==> src/rtl/sd_read_ctrl.sv <==
// SD card SPI-mode single-block reader: runs CMD0/CMD16 init once, then CMD17.
// It streams the block as 24-bit pixels, MSB-first, through an external SPI byte engine.
module sd_read_ctrl #(
  parameter int BLOCK_LEN   = 512,
  parameter int DUMMY_BYTES = 10,
  parameter int RESP_POLL   = 8,
  parameter int TOKEN_POLL  = 1024
) (
  input  logic        clk,
  input  logic        rst_n,
  input  logic        start,
  input  logic [31:0] block_addr,
  output logic        cs,
  output logic        spi_start,
  output logic [7:0]  spi_tx,
  input  logic        spi_done,
  input  logic [7:0]  spi_rx,
  output logic        pix_valid,
  output logic [23:0] pix_data,
  output logic        busy,
  output logic        done,
  output logic        error
);

  localparam int M1   = (DUMMY_BYTES > RESP_POLL) ? DUMMY_BYTES : RESP_POLL;
  localparam int M2   = (M1 > TOKEN_POLL) ? M1 : TOKEN_POLL;
  localparam int CMAX = (M2 > 6) ? M2 : 6;
  localparam int CW   = $clog2(CMAX + 1);
  localparam int DW   = $clog2(BLOCK_LEN + 1);

  typedef enum logic [3:0] {
    IDLE, INIT_CLK, CMD_SEND, R1_POLL, TOKEN_POLL_S, DATA, CRC, TRAIL, FINISH
  } state_t;
  typedef enum logic [1:0] {CMD0, CMD16, CMD17} cmd_t;

  state_t        state, state_n;
  cmd_t          cmd, cmd_n;
  logic          init_flag, init_n;
  logic [31:0]   addr_q, addr_n;
  logic [CW-1:0] cnt, cnt_n;
  logic [DW-1:0] dcnt, dcnt_n;
  logic [1:0]    phase, phase_n;
  logic [15:0]   acc, acc_n;
  logic          pending, pending_n;
  logic          pix_valid_n, error_n;
  logic [23:0]   pix_data_n;
  logic          byte_done, abort;
  logic [5:0]    cmd_idx;
  logic [31:0]   arg;
  logic [7:0]    crc, r1_exp;
  logic [47:0]   frame;

  always_ff @(posedge clk or negedge rst_n) begin
    if (!rst_n) begin
      state     <= IDLE;
      cmd       <= CMD0;
      init_flag <= 1'b0;
      addr_q    <= '0;
      cnt       <= '0;
      dcnt      <= '0;
      phase     <= '0;
      acc       <= '0;
      pending   <= 1'b0;
      pix_valid <= 1'b0;
      pix_data  <= '0;
      error     <= 1'b0;
    end else begin
      state     <= state_n;
      cmd       <= cmd_n;
      init_flag <= init_n;
      addr_q    <= addr_n;
      cnt       <= cnt_n;
      dcnt      <= dcnt_n;
      phase     <= phase_n;
      acc       <= acc_n;
      pending   <= pending_n;
      pix_valid <= pix_valid_n;
      pix_data  <= pix_data_n;
      error     <= error_n;
    end
  end

  always_comb begin
    state_n     = state;
    cmd_n       = cmd;
    init_n      = init_flag;
    addr_n      = addr_q;
    cnt_n       = cnt;
    dcnt_n      = dcnt;
    phase_n     = phase;
    acc_n       = acc;
    pending_n   = pending;
    pix_valid_n = 1'b0;
    pix_data_n  = pix_data;
    error_n     = 1'b0;
    abort       = 1'b0;
    spi_start   = 1'b0;
    spi_tx      = 8'hFF;
    byte_done   = spi_done && pending;

    case (cmd)
      CMD0:    begin cmd_idx = 6'd0;  arg = 32'd0;          crc = 8'h95; r1_exp = 8'h01; end
      CMD16:   begin cmd_idx = 6'd16; arg = 32'(BLOCK_LEN); crc = 8'h01; r1_exp = 8'h00; end
      default: begin cmd_idx = 6'd17; arg = addr_q;         crc = 8'h01; r1_exp = 8'h00; end
    endcase
    frame = {2'b01, cmd_idx, arg, crc};

    cs   = !(state inside {CMD_SEND, R1_POLL, TOKEN_POLL_S, DATA, CRC});
    busy = (state != IDLE) && (state != FINISH);
    done = (state == FINISH);

    if (state == CMD_SEND) begin
      case (cnt[2:0])
        3'd0:    spi_tx = frame[47:40];
        3'd1:    spi_tx = frame[39:32];
        3'd2:    spi_tx = frame[31:24];
        3'd3:    spi_tx = frame[23:16];
        3'd4:    spi_tx = frame[15:8];
        default: spi_tx = frame[7:0];
      endcase
    end

    // Single outstanding transfer: relaunch only once the previous done has been consumed.
    if (busy && !pending) begin
      spi_start = 1'b1;
      pending_n = 1'b1;
    end
    if (byte_done) pending_n = 1'b0;

    case (state)
      IDLE: if (start) begin
        addr_n = block_addr;
        cnt_n  = '0;
        if (init_flag) begin
          state_n = CMD_SEND;
          cmd_n   = CMD17;
        end else begin
          state_n = INIT_CLK;
        end
      end
      INIT_CLK: if (byte_done) begin
        if (cnt == CW'(DUMMY_BYTES - 1)) begin
          state_n = CMD_SEND;
          cmd_n   = CMD0;
          cnt_n   = '0;
        end else cnt_n = cnt + 1'b1;
      end
      CMD_SEND: if (byte_done) begin
        if (cnt == CW'(5)) begin
          state_n = R1_POLL;
          cnt_n   = '0;
        end else cnt_n = cnt + 1'b1;
      end
      R1_POLL: if (byte_done) begin
        if (!spi_rx[7]) begin
          cnt_n = '0;
          if (spi_rx != r1_exp) abort = 1'b1;
          else if (cmd == CMD0) begin
            state_n = CMD_SEND;
            cmd_n   = CMD16;
          end else if (cmd == CMD16) begin
            state_n = CMD_SEND;
            cmd_n   = CMD17;
            init_n  = 1'b1;
          end else state_n = TOKEN_POLL_S;
        end else if (cnt == CW'(RESP_POLL - 1)) abort = 1'b1;
        else cnt_n = cnt + 1'b1;
      end
      TOKEN_POLL_S: if (byte_done) begin
        if (spi_rx == 8'hFE) begin
          state_n = DATA;
          cnt_n   = '0;
          dcnt_n  = '0;
          phase_n = '0;
        end else if (spi_rx != 8'hFF || cnt == CW'(TOKEN_POLL - 1)) abort = 1'b1;
        else cnt_n = cnt + 1'b1;
      end
      DATA: if (byte_done) begin
        acc_n = {acc[7:0], spi_rx};
        if (phase == 2'd2) begin
          phase_n     = '0;
          pix_valid_n = 1'b1;
          pix_data_n  = {acc, spi_rx};
        end else phase_n = phase + 1'b1;
        // A partial trailing pixel is simply never emitted.
        if (dcnt == DW'(BLOCK_LEN - 1)) begin
          state_n = CRC;
          cnt_n   = '0;
        end else dcnt_n = dcnt + 1'b1;
      end
      CRC: if (byte_done) begin
        if (cnt == CW'(1)) begin
          state_n = TRAIL;
          cnt_n   = '0;
        end else cnt_n = cnt + 1'b1;
      end
      TRAIL:   if (byte_done) state_n = FINISH;
      FINISH:  state_n = IDLE;
      default: state_n = IDLE;
    endcase

    if (abort) begin
      state_n = IDLE;
      error_n = 1'b1;
      init_n  = 1'b0;
      cnt_n   = '0;
      dcnt_n  = '0;
    end
  end

endmodule
==> config.mk <==
export PLATFORM = sky130hd
export DESIGN_NAME = sd_read_ctrl
export DESIGN_NICKNAME = d
export VERILOG_FILES = /design/src/rtl/sd_read_ctrl.sv
export SDC_FILE = /design/constraint.sdc
export NUM_CORES = 1
export LEC_CHECK = 0
export BUFFER_PORTS_ARGS = -buffer_cell sky130_fd_sc_hd__buf_2
export CORE_UTILIZATION = 39
export CTS_CLUSTER_SIZE = 25
export DETAILED_ROUTE_END_ITERATION = 16
export GPL_TIMING_DRIVEN = 0
export PLACE_DENSITY_LB_ADDON = 0.3
export SLEW_MARGIN = 20
export SYNTH_ARGS = -nofsm -noshare
export SYNTH_HDL_FRONTEND = slang
export SYNTH_SLANG_ARGS = --single-unit
==> constraint.sdc <==
create_clock -name clk -period 2.3 [get_ports clk]
set_input_delay 0.46 -clock clk [delete_from_list [all_inputs] [get_ports clk]]
set_output_delay 0.46 -clock clk [all_outputs]
set_load 0.005 [all_outputs]
==> results of run 1 <==
logic make-up after synthesis:
logic type | Yosys count | share of synthesized area [%]
muxes | 77 | 16.7
AOI/OAI and AO/OA | 104 | 14.2
buffers and inverters | 37 | 2.85
adders and majority gates | 6 | 1.45
and+or+nand+nor | 135 | 14.1
DFF | 105 | 50.7
layer usage:
| layer | wire (um) | global-route usage [%] | vias to the layer above |
|---|---|---|---|
| met5 | 0 | 0 | - |
| met1 | 5860 | 28.1 | 2110 |
| met2 | 6340 | 31.6 | 132 |
| met3 | 611 | 2.47 | 30 |
| met4 | 295 | 6.84 | 0 |
| li1 | - | - | 1956 |
critical path: stages (launching register included):
cell      delay, ps
dfrtp_2         450
buf_4           160
ha_4            190
buf_4           160
a222oi_1        340
nor2_1           90
a31oi_1         150
o21ai_1          90
buf_2           140
through the flow:
| step | instance area [sq um] | util (%) | worst slack, ps | TNS [ps] | hold slack, ps |
|---|---|---|---|---|---|
| 4_1_cts | 6490 | 50.8 | -233 | -1770 | 58.1 |
| 5_1_grt | 6690 | 52.4 | -417 | -3060 | 85.2 |
| 3_5_place_dp | 5830 | 45.7 | -400 | -16990 | 435 |
| 3_3_place_gp | 5800 | 45.4 | -368 | -51380 | 483 |
| 2_1_floorplan | 5180 | - | 33.9 | 0 | 164 |
| 6_report | 6690 | 52.4 | -280 | -1880 | 41.6 |
timing repair:
action	CTS	global route
cloned	0	1
resized for setup	55	34
endpoints found under the hold margin	0	0
pin swaps	20	22
setup buffers	18	9
endpoints found under the setup margin	90	82
synth_stat cells (4+ instances only):
library cell | count | area [sq um]
a21o_1 | 8 | 60.1
a21oi_1 | 14 | 70.1
a222oi_1 | 7 | 70.1
a22o_1 | 7 | 61.3
a31oi_1 | 10 | 62.6
and2_1 | 6 | 37.5
and4b_1 | 4 | 40.0
buf_1 | 4 | 15.0
buf_2 | 7 | 35.0
clkbuf_1 | 13 | 48.8
dfrtp_1 | 105 | 2630
ha_1 | 6 | 75.1
inv_1 | 13 | 48.8
mux2_2 | 74 | 833
nand2_1 | 30 | 113
nand3_1 | 13 | 65.1
nand4_1 | 7 | 43.8
nor2_1 | 36 | 135
nor3_1 | 8 | 40.0
nor4_1 | 5 | 31.3
o21ai_0 | 23 | 115
worst paths after layout:
check,endpoint,start,depth (start not counted)
worst max register to register,state[1],cnt[1],8
min in group clk,addr_q[10],block_addr[10],2
max in group asynchronous,dcnt[0],rst_n,2
worst min register to register,dcnt[8],dcnt[8],1
worst max-delay path,spi_tx[7],cnt[1],8
worst min-delay path,addr_q[19],rst_n,1
power breakdown:
| part | total (mW) | leakage [nW] | switching, mW | internal, mW |
|---|---|---|---|---|
| clock network | 1.44 | 0.134 | 0.700 | 0.743 |
| registers | 2.93 | 1.36 | 0.445 | 2.48 |
| logic | 3.28 | 1.58 | 1.63 | 1.64 |
| total | 7.65 | 3.08 | 2.78 | 4.87 |
cell usage in the layout, fill, tap and decap left out, types with 11 or more instances in the layout:
cell type	synthesis	final
nor2_1	36	33
o21ai_0	23	16
dfrtp_1	105	101
mux2_2	74	74
buf_4	0	25
a21oi_1	14	13
nand3_1	13	11
nand2_1	30	26
buf_2	7	86
inv_1	13	11
final cells by class:
class / count / share of cell area, %
multi-input combinational: 322 / 40.5
timing repair buffer: 110 / 10.1
sequential: 105 / 39.3
buffer: 21 / 1.94
inverter: 13 / 0.729
clock inverter: 6 / 0.748
clock buffer: 9 / 3.36
tap: 172 / 3.21
registers in the layout, indices dropped and copies added (netlist names):
register / cells
error: 1
addr_q: 32
dcnt: 10
pix_valid: 1
cmd: 2
init_flag: 1
pending: 1
state: 4
acc: 16
phase: 2
pix_data: 24
cnt: 11
==> run metrics, run 1 <==
clock period minus worst slack=2580 ps; layout cells sized above 1=about 46%; Finished Layout Cells=758; row cnt=41; Fillers=about 1,100; die width=117 um; clk_skew=about 8.2 ps; first-pass GRT wire length=around 21,000 um; Pwr Density=approximately 1100 mW/mm^2; Reg clk slew, reported paths=70 ps; RSZ-0062 raised after global routing=true; GR Overflow Total=0; antenna-violating nets left=0; clk sinks=105; Slew @ Worst Pin=just under 600 ps; drt pass-1 iters=6; Seq/Total Area, Yosys=50.7%; critical path launch point type=flop; hold_buf cts=0; CORE AREA=0.0128 sq mm; dpl hpwl=approximately 8800 um; clk_lat worst skew=350 ps; nets=632; setup slack, reg-to-reg=-160 ps; area of the mapped netlist=0.00518 sq mm; worst-path fanout max=6; Worst Path Required=1840 ps; ANT cells=0; fin crit share=112%; largest net degree at the start of global routing=58; max-cap violations=0; vias in the first global route=slightly above 4,000; All-Layer GR Usage=19.9%; Detailed Route WL=13,100 um; sequential standard cell area=0.00263 sq mm; count of unique library cells instantiated by Yosys=62; Synth warnings=0; Initial Util=roughly two fifths; Final Hold Fails=0; Design Power=7.65 mW; prevailing post-synth register cell=dfrtp_1; outcome=finished, violations left; Synth Instances=464; count of final setup violators=9; root buf cell=clkbuf_16; P_leak=3.08 nW; crit path DAT=2120 ps; CTS Buf Count=9; CP Class=flop to primary output; CTS H-tree lvls=3; failing checks=negative setup slack; I/O pin count=82; setup ws final=-280 ps; f_max=roughly 0.39 GHz; Area growth, synth to finish=29.2%; DRT iter0 DRCs=295; Pins Over Slew Limit=0; Synth async-reset ratio=100%; slew margin rel.=60.6%; worst hold path class=input pin to async pin; EDFF count, synth=0; total number of vias=4,228; Critical Path End Type=primary output; Peak VDD IR=484 uV; DR WL/cell=17.3 um; CTS tree=done; PortBufs=81; Total Die Area=0.0137 sq mm; #FFs+latches synth=around 110; Die Height=117 um; clock buffer depth=2; Mapped Nets=~500; dpl cells=718; # DRC=0; via-per-instance ratio=5.58; Avg Cell Area, Syn=11.2 sq um; placer congestion estimate=0.843; area of the multi-input gates=0.00271 sq mm; initial antenna violation count=0
Power figures use the tool's default switching activity.
==> run 2, diff against run 1 <==
Settings changed: BUFFER_PORTS_ARGS -buffer_cell sky130_fd_sc_hd__buf_2 to default, CORE_MARGIN from default to 5, DONT_BUFFER_PORTS from default to 1.
==> run 2 against run 1 <==
  * The flow finishes with violations (negative hold slack, negative setup slack)
  * Sequential share of layout area rose by 2.1 points
  * Via count decreased by 6.7%
  * Non-clock buffer count shrank 75
  * First-iteration DRC count shrank 0.34%
  * Combinational power fell by 5%
  * Sequential cell count unchanged
  * Critical endpoint is now state[1]
==> run metrics, run 2 (synthesis results as in run 1) <==
placer congestion estimate=about 0.84; DR WL/cell=about 20 um; Peak VDD IR=445 uV; Die Height=approximately 130 um; CTS H-tree lvls=3; outcome=finished, violations left; failing checks=negative hold slack, negative setup slack; Total Die Area=between 0.015 and 0.02 sq mm; Design Power=7.62 mW; die width=125 um; root buf cell=clkbuf_16; All-Layer GR Usage=17.1%; count of final setup violators=11; Reg clk slew, reported paths=70 ps; DRT iter0 DRCs=294; layout cells sized above 1=39.8%; clk sinks=105; Top reg by flops=addr_q; setup ws final=-176 ps; crit path cell chain=buf_4 > buf_6 > ha_4 > nand3_4 > o41ai_4 > o21a_2 > nor2_2 > or4_4 > a32o_1; Slew @ Worst Pin=586 ps; nets=557; CTS tree=done; total number of vias=just under 4,000; Initial Util=39.4%; P_leak=roughly 2.8 nW; dpl cells=640; setup TNS=-904 ps; Finished Layout Cells=688; CTS Buf Count=9; Worst Path Required=2540 ps; Pwr Density=1200 mW/mm^2; I/O pin count=82; slowest CP cell=or4_4; Fin Hold WS=-202 ps; Pins Over Slew Limit=0; GR Overflow Total=0; crit path DAT=2720 ps; PortBufs=0; clk_skew=6.57 ps; CORE AREA=about 0.013 sq mm; CP Class=flop to flop; Crit path largest cell delay=between 500 and 600 ps; met2 usage=28.3%; Detailed Route WL=13,400 um; most used routing layer=met2; largest net degree at the start of global routing=106; first-pass GRT wire length=about 22,000 um; clk_lat worst skew=350 ps; Fillers=approximately 1,200; drt pass-1 iters=4; clock period minus worst slack=2480 ps; slew margin rel.=60.6%; worst-path fanout max=5; ANT cells=0; row cnt=42; most common cell after layout, fill and taps aside=dfrtp_1; max-cap violations=0; most frequent cells in the layout=dfrtp_1 (101), mux2_2 (74), buf_4 (35); worst hold path class=input pin to async pin; # DRC=0; f_max=0.404 GHz; antenna-violating nets left=0; Area growth, synth to finish=22.8%; biggest registers after layout=addr_q: 32 flops, pix_data: 24 flops, acc: 16 flops; Final Hold Fails=105; initial antenna violation count=1; vias in the first global route=roughly 4,000; Critical Path End Type=flop; fin crit share=108%; GR Util met1=a little over a fifth; Place WS=-472 ps; clock buffer depth=2; GR Layer Usage met3=4.05%; critical path launch point type=flop; RSZ-0062 raised after global routing=true; via-per-instance ratio=5.73; max FFs per register=32; dpl hpwl=around 9100 um
run 2: cell types whose count changed in the layout (fill, tap and decap cells not counted), sizes merged:
cell,before,now
buf,120,47
clkbuf,20,21
clkinv,2,1
inv,16,15
run 2: worst paths after layout:
kind	start	to	slack (ps)	cells after the start
setup / recovery	cnt[0]	state[1]	-180	9
hold / removal	rst_n	dcnt[4]	-200	0
setup reg to reg	cnt[0]	state[1]	-180	9
hold reg to reg	dcnt[8]	dcnt[8]	490	1
max in group asynchronous	rst_n	pix_data[5]	2250	0
min in group clk	block_addr[29]	addr_q[29]	250	1
run 2: worst max-delay path: cells and delay by family (launching register included):
family,cells,cell delay [ps]
buf+inv,2,260
flops,1,480
simple gates,3,690
compound gates,3,790
fa+ha+maj,1,140
run 2: routing by layer:
metal	part of all wire, %	up-vias
met4	1.8	2
met2	50	103
met3	5.6	21
met5	0.097	-
met1	42	2011
li1	-	1808
run 2: layout make-up:
type | instances | area, sq um | share of cell area (%)
plain buffers | 20 | 120 | 1.89
clock buffers | 12 | 256 | 4.03
clock inverters | 4 | 33.8 | 0.531
inverters | 13 | 53.8 | 0.846
multi-input cells | 322 | 2750 | 43.2
flip-flops and latches | 105 | 2630 | 41.4
well taps | 176 | 220 | 3.46
repair buffers | 36 | 295 | 4.64
run 2: repair_timing:
| item | in CTS | in global routing |
|---|---|---|
| gates resized for setup | 67 | 44 |
| endpoints found under the hold margin | 105 | 105 |
| gates cloned | 1 | 1 |
| endpoints found under the setup margin | 90 | 79 |
| pin swaps | 19 | 25 |
| buffers inserted | 19 | 16 |
run 2: power by group:
part | internal, mW | switching, mW
Sequential | 2.49 | 0.514
Clock | 0.804 | 0.699
Combinational | 1.57 | 1.55
run 2: through the flow:
step | cell area, sq um | utilization, %
6_report | 6360 | 48.4
5_1_grt | 6360 | 48.4
4_1_cts | 6120 | 46.6
3_5_place_dp | 5400 | 41.1
3_3_place_gp | 5400 | 41.1
2_1_floorplan | 5180 | -
